$ cat src/rtl/scan_chain_ctrl_pkg.sv
// Shared types and helpers for the scan chain load/capture/unload controller.
package scan_chain_ctrl_pkg;

  typedef enum logic [2:0] {
    ST_IDLE,
    ST_SHIFT_IN,
    ST_CAPTURE,
    ST_SHIFT_OUT,
    ST_DONE
  } state_t;

  // A 1-cell chain still needs a 1-bit counter.
  function automatic int clog2_min1(input int n);
    return (n > 1) ? $clog2(n) : 1;
  endfunction

endpackage

$ cat src/rtl/scan_shift_reg.sv
// Parallel-load shift register: left shift with serial fill, parallel out.
module scan_shift_reg #(
  parameter int W = 8
) (
  input  logic         clk,
  input  logic         rst,
  input  logic         load,
  input  logic [W-1:0] din,
  input  logic         shift,
  input  logic         sin,
  output logic [W-1:0] q
);

  logic [W-1:0] q_shifted;

  generate
    if (W == 1) begin : g_one
      assign q_shifted = sin;
    end else begin : g_multi
      assign q_shifted = {q[W-2:0], sin};
    end
  endgenerate

  always_ff @(posedge clk) begin
    if (rst)        q <= '0;
    else if (load)  q <= din;
    else if (shift) q <= q_shifted;
  end

endmodule

$ cat src/rtl/scan_chain_ctrl.sv
// Scan chain controller: serial pattern load, one capture cycle, serial response unload.
module scan_chain_ctrl
  import scan_chain_ctrl_pkg::*;
#(
  parameter int CHAIN_LEN = 8,
  localparam int CNT_W    = clog2_min1(CHAIN_LEN)
) (
  input  logic                 CLK,
  input  logic                 RST,
  input  logic                 START,
  input  logic [CHAIN_LEN-1:0] PAT_IN,
  input  logic                 SO,
  output logic                 SE,
  output logic                 SI,
  output logic                 BUSY,
  output logic                 DONE,
  output logic [CHAIN_LEN-1:0] RESP_OUT
);

  localparam logic [CNT_W-1:0] CNT_LAST = CNT_W'(CHAIN_LEN - 1);

  state_t               state;
  logic [CNT_W-1:0]     cnt;
  logic [CHAIN_LEN-1:0] pat_q;
  logic                 unused_pat;

  always_ff @(posedge CLK) begin
    if (RST) begin
      state <= ST_IDLE;
      cnt   <= '0;
    end else begin
      case (state)
        ST_IDLE:
          if (START) begin
            state <= ST_SHIFT_IN;
            cnt   <= CNT_LAST;
          end
        ST_SHIFT_IN:
          if (cnt == '0) state <= ST_CAPTURE;
          else           cnt   <= cnt - 1'b1;
        ST_CAPTURE: begin
          state <= ST_SHIFT_OUT;
          cnt   <= CNT_LAST;
        end
        ST_SHIFT_OUT:
          if (cnt == '0) state <= ST_DONE;
          else           cnt   <= cnt - 1'b1;
        ST_DONE: state <= ST_IDLE;
        default: state <= ST_IDLE;
      endcase
    end
  end

  // MSB goes out first so PAT_IN[k] finishes in cell k.
  scan_shift_reg #(.W(CHAIN_LEN)) u_pat (
    .clk   (CLK),
    .rst   (RST),
    .load  ((state == ST_IDLE) && START),
    .din   (PAT_IN),
    .shift (state == ST_SHIFT_IN),
    .sin   (1'b0),
    .q     (pat_q)
  );

  // Tail cell arrives first and is pushed up to RESP_OUT[CHAIN_LEN-1].
  scan_shift_reg #(.W(CHAIN_LEN)) u_resp (
    .clk   (CLK),
    .rst   (RST),
    .load  (1'b0),
    .din   ('0),
    .shift (state == ST_SHIFT_OUT),
    .sin   (SO),
    .q     (RESP_OUT)
  );

  assign unused_pat = ^pat_q;

  assign SE   = (state == ST_SHIFT_IN) || (state == ST_SHIFT_OUT);
  assign SI   = (state == ST_SHIFT_IN) && pat_q[CHAIN_LEN-1];
  assign BUSY = (state != ST_IDLE);
  assign DONE = (state == ST_DONE);

endmodule

$ cat config.mk
export PLATFORM = sky130hd
export DESIGN_NAME = scan_chain_ctrl
export DESIGN_NICKNAME = d
export VERILOG_FILES = /design/src/rtl/scan_chain_ctrl_pkg.sv /design/src/rtl/scan_shift_reg.sv /design/src/rtl/scan_chain_ctrl.sv
export SDC_FILE = /design/constraint.sdc
export NUM_CORES = 1
export LEC_CHECK = 0
export ABC_AREA = 1
export CAP_MARGIN = 20
export CORE_ASPECT_RATIO = 1.25
export CORE_MARGIN = 2
export CORE_UTILIZATION = 45
export CTS_CLUSTER_SIZE = 10
export DETAILED_ROUTE_END_ITERATION = 12
export HOLD_SLACK_MARGIN = 0.05
export PLACE_DENSITY = 0.8
export RECOVER_POWER = 100
export SLEW_MARGIN = 20
export SYNTH_ARGS = -nofsm -noshare
export SYNTH_HDL_FRONTEND = slang
export SYNTH_SLANG_ARGS = --single-unit
$ cat constraint.sdc
create_clock -name CLK -period 3 [get_ports CLK]
set_input_delay 0.3 -clock CLK [delete_from_list [all_inputs] [get_ports CLK]]
set_output_delay 0.3 -clock CLK [all_outputs]
set_load 0.01 [all_outputs]
==> impl_metrics.json <==
{
  "status": "complete, no violations",
  "setup_viol": 0,
  "cts_setup_buffers": 0,
  "reg2reg_depth": 4,
  "num_rows": 19,
  "core-area_um2": 2210,
  "power_uw": 796,
  "cts_made_buffers": 3,
  "wl_per_cell_um": 11.3,
  "fin_setup_tns_ns": 0,
  "postSynthAreaPerCell_um2": 7.36,
  "cp.arrival_ns": 2.10,
  "relSlewSlack_pct": 67.2,
  "cap_violations": 0,
  "ir_drop_v": 0.000382,
  "p_int_uw": 549,
  "dp_hpwl_mm": 1.62,
  "n_fill_cell": 217,
  "pwr_density_cell_nw_per_um2": 604,
  "startpoint": "state[0]",
  "synth_mux_area_share_pct": 0,
  "synth_compound_area_share_pct": 12.6,
  "min_path_type": "register to register",
  "htree_levels": 1,
  "clk_latency_ns": 0.31,
  "final_cell_area_um2": 1320,
  "r2r-start": "state[1]",
  "multiInputGateArea_um2": 493,
  "start_util_pct": 47.6,
  "grt_overflow_total": 0,
  "nets": 181,
  "clk_path_buf_depth": 2,
  "antenna_found_initial": 0,
  "grt_setup_unrepaired": "false",
  "regArea_um2": 440,
  "synth_nets": 157,
  "die_width_um": 47.3,
  "leakagePower_nw": 0.604,
  "fp.dieH_um": 58.1,
  "portBuffers": 23,
  "p_sw_uw": 247,
  "p_seq_share_pct": 44.4,
  "drive_above_1_share_pct": 8.43,
  "fin_skew_ns": 0.00778,
  "place_congestion": 0.841,
  "p_sw_share_pct": 31.1,
  "critPathRequiredTime_ns": 2.70,
  "worst_hold_slack_ns": 0.493,
  "areaGrowthSynthToFinish_pct": 25.3,
  "grt_pass1_wl_mm": 3.75,
  "postRouteAntennaNets": 0,
  "period_minus_slack_ns": 2.40,
  "dp_worst_setup_slack_ns": 1.21,
  "clock_tree.root_cell": "clkbuf_4",
  "postSynthCellCount": 143,
  "power_frac_comb_pct": 26.5,
  "ys_ff_latch": 22,
  "synthDistinctLibCells": 24,
  "placed_area_um2": 1290,
  "antenna_cells": 0,
  "synth-xor-area-share_pct": 0.832,
  "holdCritStartpoint": "cnt[1]",
  "dr.pass1.iters": 4,
  "drc": 0,
  "synth_fa_ha_area_share_pct": 2.38,
  "clock_sinks": 22,
  "min_to": "cnt[1]",
  "cts.clk_slew.worst_paths_ns": 0.13,
  "setup_ws_ns": 0.597,
  "routed_wl_mm": 2.23,
  "synth_top_family_by_area": "simple AND/OR/NAND/NOR gates",
  "synthSimpleGateAreaFrac_pct": 33.3,
  "crit_fanout": 12,
  "worstSetupStartpointType": "register",
  "reg2reg_slack_ns": 1.38,
  "r2r-end": "u_pat.q[4]",
  "slew_viol_final": 0,
  "tightest_slew_ns": 0.490,
  "grt_usage_pct": 18.1,
  "cts-hold-fix-buffers": 0,
  "io_pins": 24,
  "cts_tree": "done",
  "cts_repair_resize_count": 0,
  "holdPathStages": 2,
  "worstSetupPathType": "register to output port",
  "grt_max_degree": 17,
  "ys_warn_count": 0,
  "ys_seq_area_share_pct": 41.9,
  "pwr-share-clk_pct": 29.1,
  "finalCritPeriodShare_pct": 80.1,
  "netlist_area_um2": 1050,
  "end_kind": "output port",
  "fmax_ghz": 0.416,
  "die_area_um2": 2740,
  "vias_per_cell": 4.97,
  "vias": 980,
  "grt_pass1_vias": 905,
  "drt_first_iter_violations": 23,
  "hold_viol": 0
}
==> layer usage <==
metal  global-route usage [%]  up-vias  share of wire [%]
li1                         -      502                  -
met1                     22.5      442                 45
met2                     30.5       32                 48
met3                     3.43        4                5.9
met4                     5.56        0               0.85
met5                        0        -                  0
==> cell usage in the layout (no fill, tap or decap) <==
master and count:
xnor2_1 1, bufinv_16 1, inv_2 2, a21oi_1 5
nor3_1 1, dlygate4sd3_1 13, ha_1 2, nand2_1 15
nand3_1 6, nor2_2 5, nor2_1 35, nand4_1 5
dfxtp_1 22, nor2_4 2, clkdlybuf4s50_1 10, nand2_4 1
o21ai_0 20, clkbuf_4 3, o211ai_1 1, nand3b_1 1
inv_1 15
==> worst max-delay path: stages (launching register included) <==
cell and delay, ns:
dfxtp_1 0.49, inv_1 0.10, nor2_1 0.29, nand2_4 0.17, nor2_1 0.12, dlygate4sd3_1 0.61
==> through the flow <==
stage	utilization, %	std cells
after floorplan	-	143
after global placement	58.3	193
after detailed placement	58.3	193
after CTS	60.7	197
after global routing	59.6	197
final	59.6	197
==> flip-flops by register name, summed over array words and instances (netlist names) <==
| signal | flops |
|---|---|
| cnt | 3 |
| state | 3 |
| u_pat.q | 8 |
| u_resp.q | 8 |
==> worst max-delay path by stage <==
stage          end  slack (ns)  cells after the start
2_1_floorplan   SI        1.68                      5
3_3_place_gp    SI        1.29                      5
3_5_place_dp    SI        1.21                      5
4_1_cts         SI        0.85                      5
5_1_grt         SI        0.48                      5
6_report        SI        0.60                      5
==> Yosys cell counts <==
cell       n  area share, %
o21ai_0   19            9.0
o211ai_1   1           0.71
nand3_1    5            2.4
nand2_2    1           0.59
nor2_2     5            3.0
dfxtp_1   22             42
clkbuf_1   1           0.36
inv_1     13            4.6
nand3b_1   1           0.71
buf_2      1           0.48
nor3_1     1           0.48
nor2_8     1            1.9
nor2_4     2            2.1
buf_6      2            2.1
nand2_1   14            5.0
nand4_1    5            3.0
o21ai_1    1           0.48
inv_2      4            1.4
nor2_1    34             12
ha_1       2            2.4
a21oi_1    5            2.4
nand2_4    1            1.1
xnor2_1    1           0.83
nand3_2    1           0.95
==> cells by family after synthesis <==
group	after synthesis
and+or+nand+nor	71
DFF	22
AOI/OAI and AO/OA	26
xor gates and xnor gates	1
adders and majority gates	2
buffers and inverters	21
==> final cells by class <==
cell class | instances | share of cell area [%]
tap | 31 | 2.94
sequential | 22 | 33.4
multi-input combinational | 100 | 37.4
clock buffer | 3 | 1.71
timing repair buffer | 23 | 17.5
clock inverter | 1 | 2.28
inverter | 17 | 4.84
==> power groups by stage <==
stage	combinational, mW	clock (mW)	sequential [mW]
floorplan	0.163	0	0.359
global placement	0.219	0	0.359
detailed placement	0.226	0	0.360
CTS	0.227	0.236	0.354
global route	0.244	0.244	0.357
finish	0.211	0.232	0.353
Power figures use the tool's default switching activity.
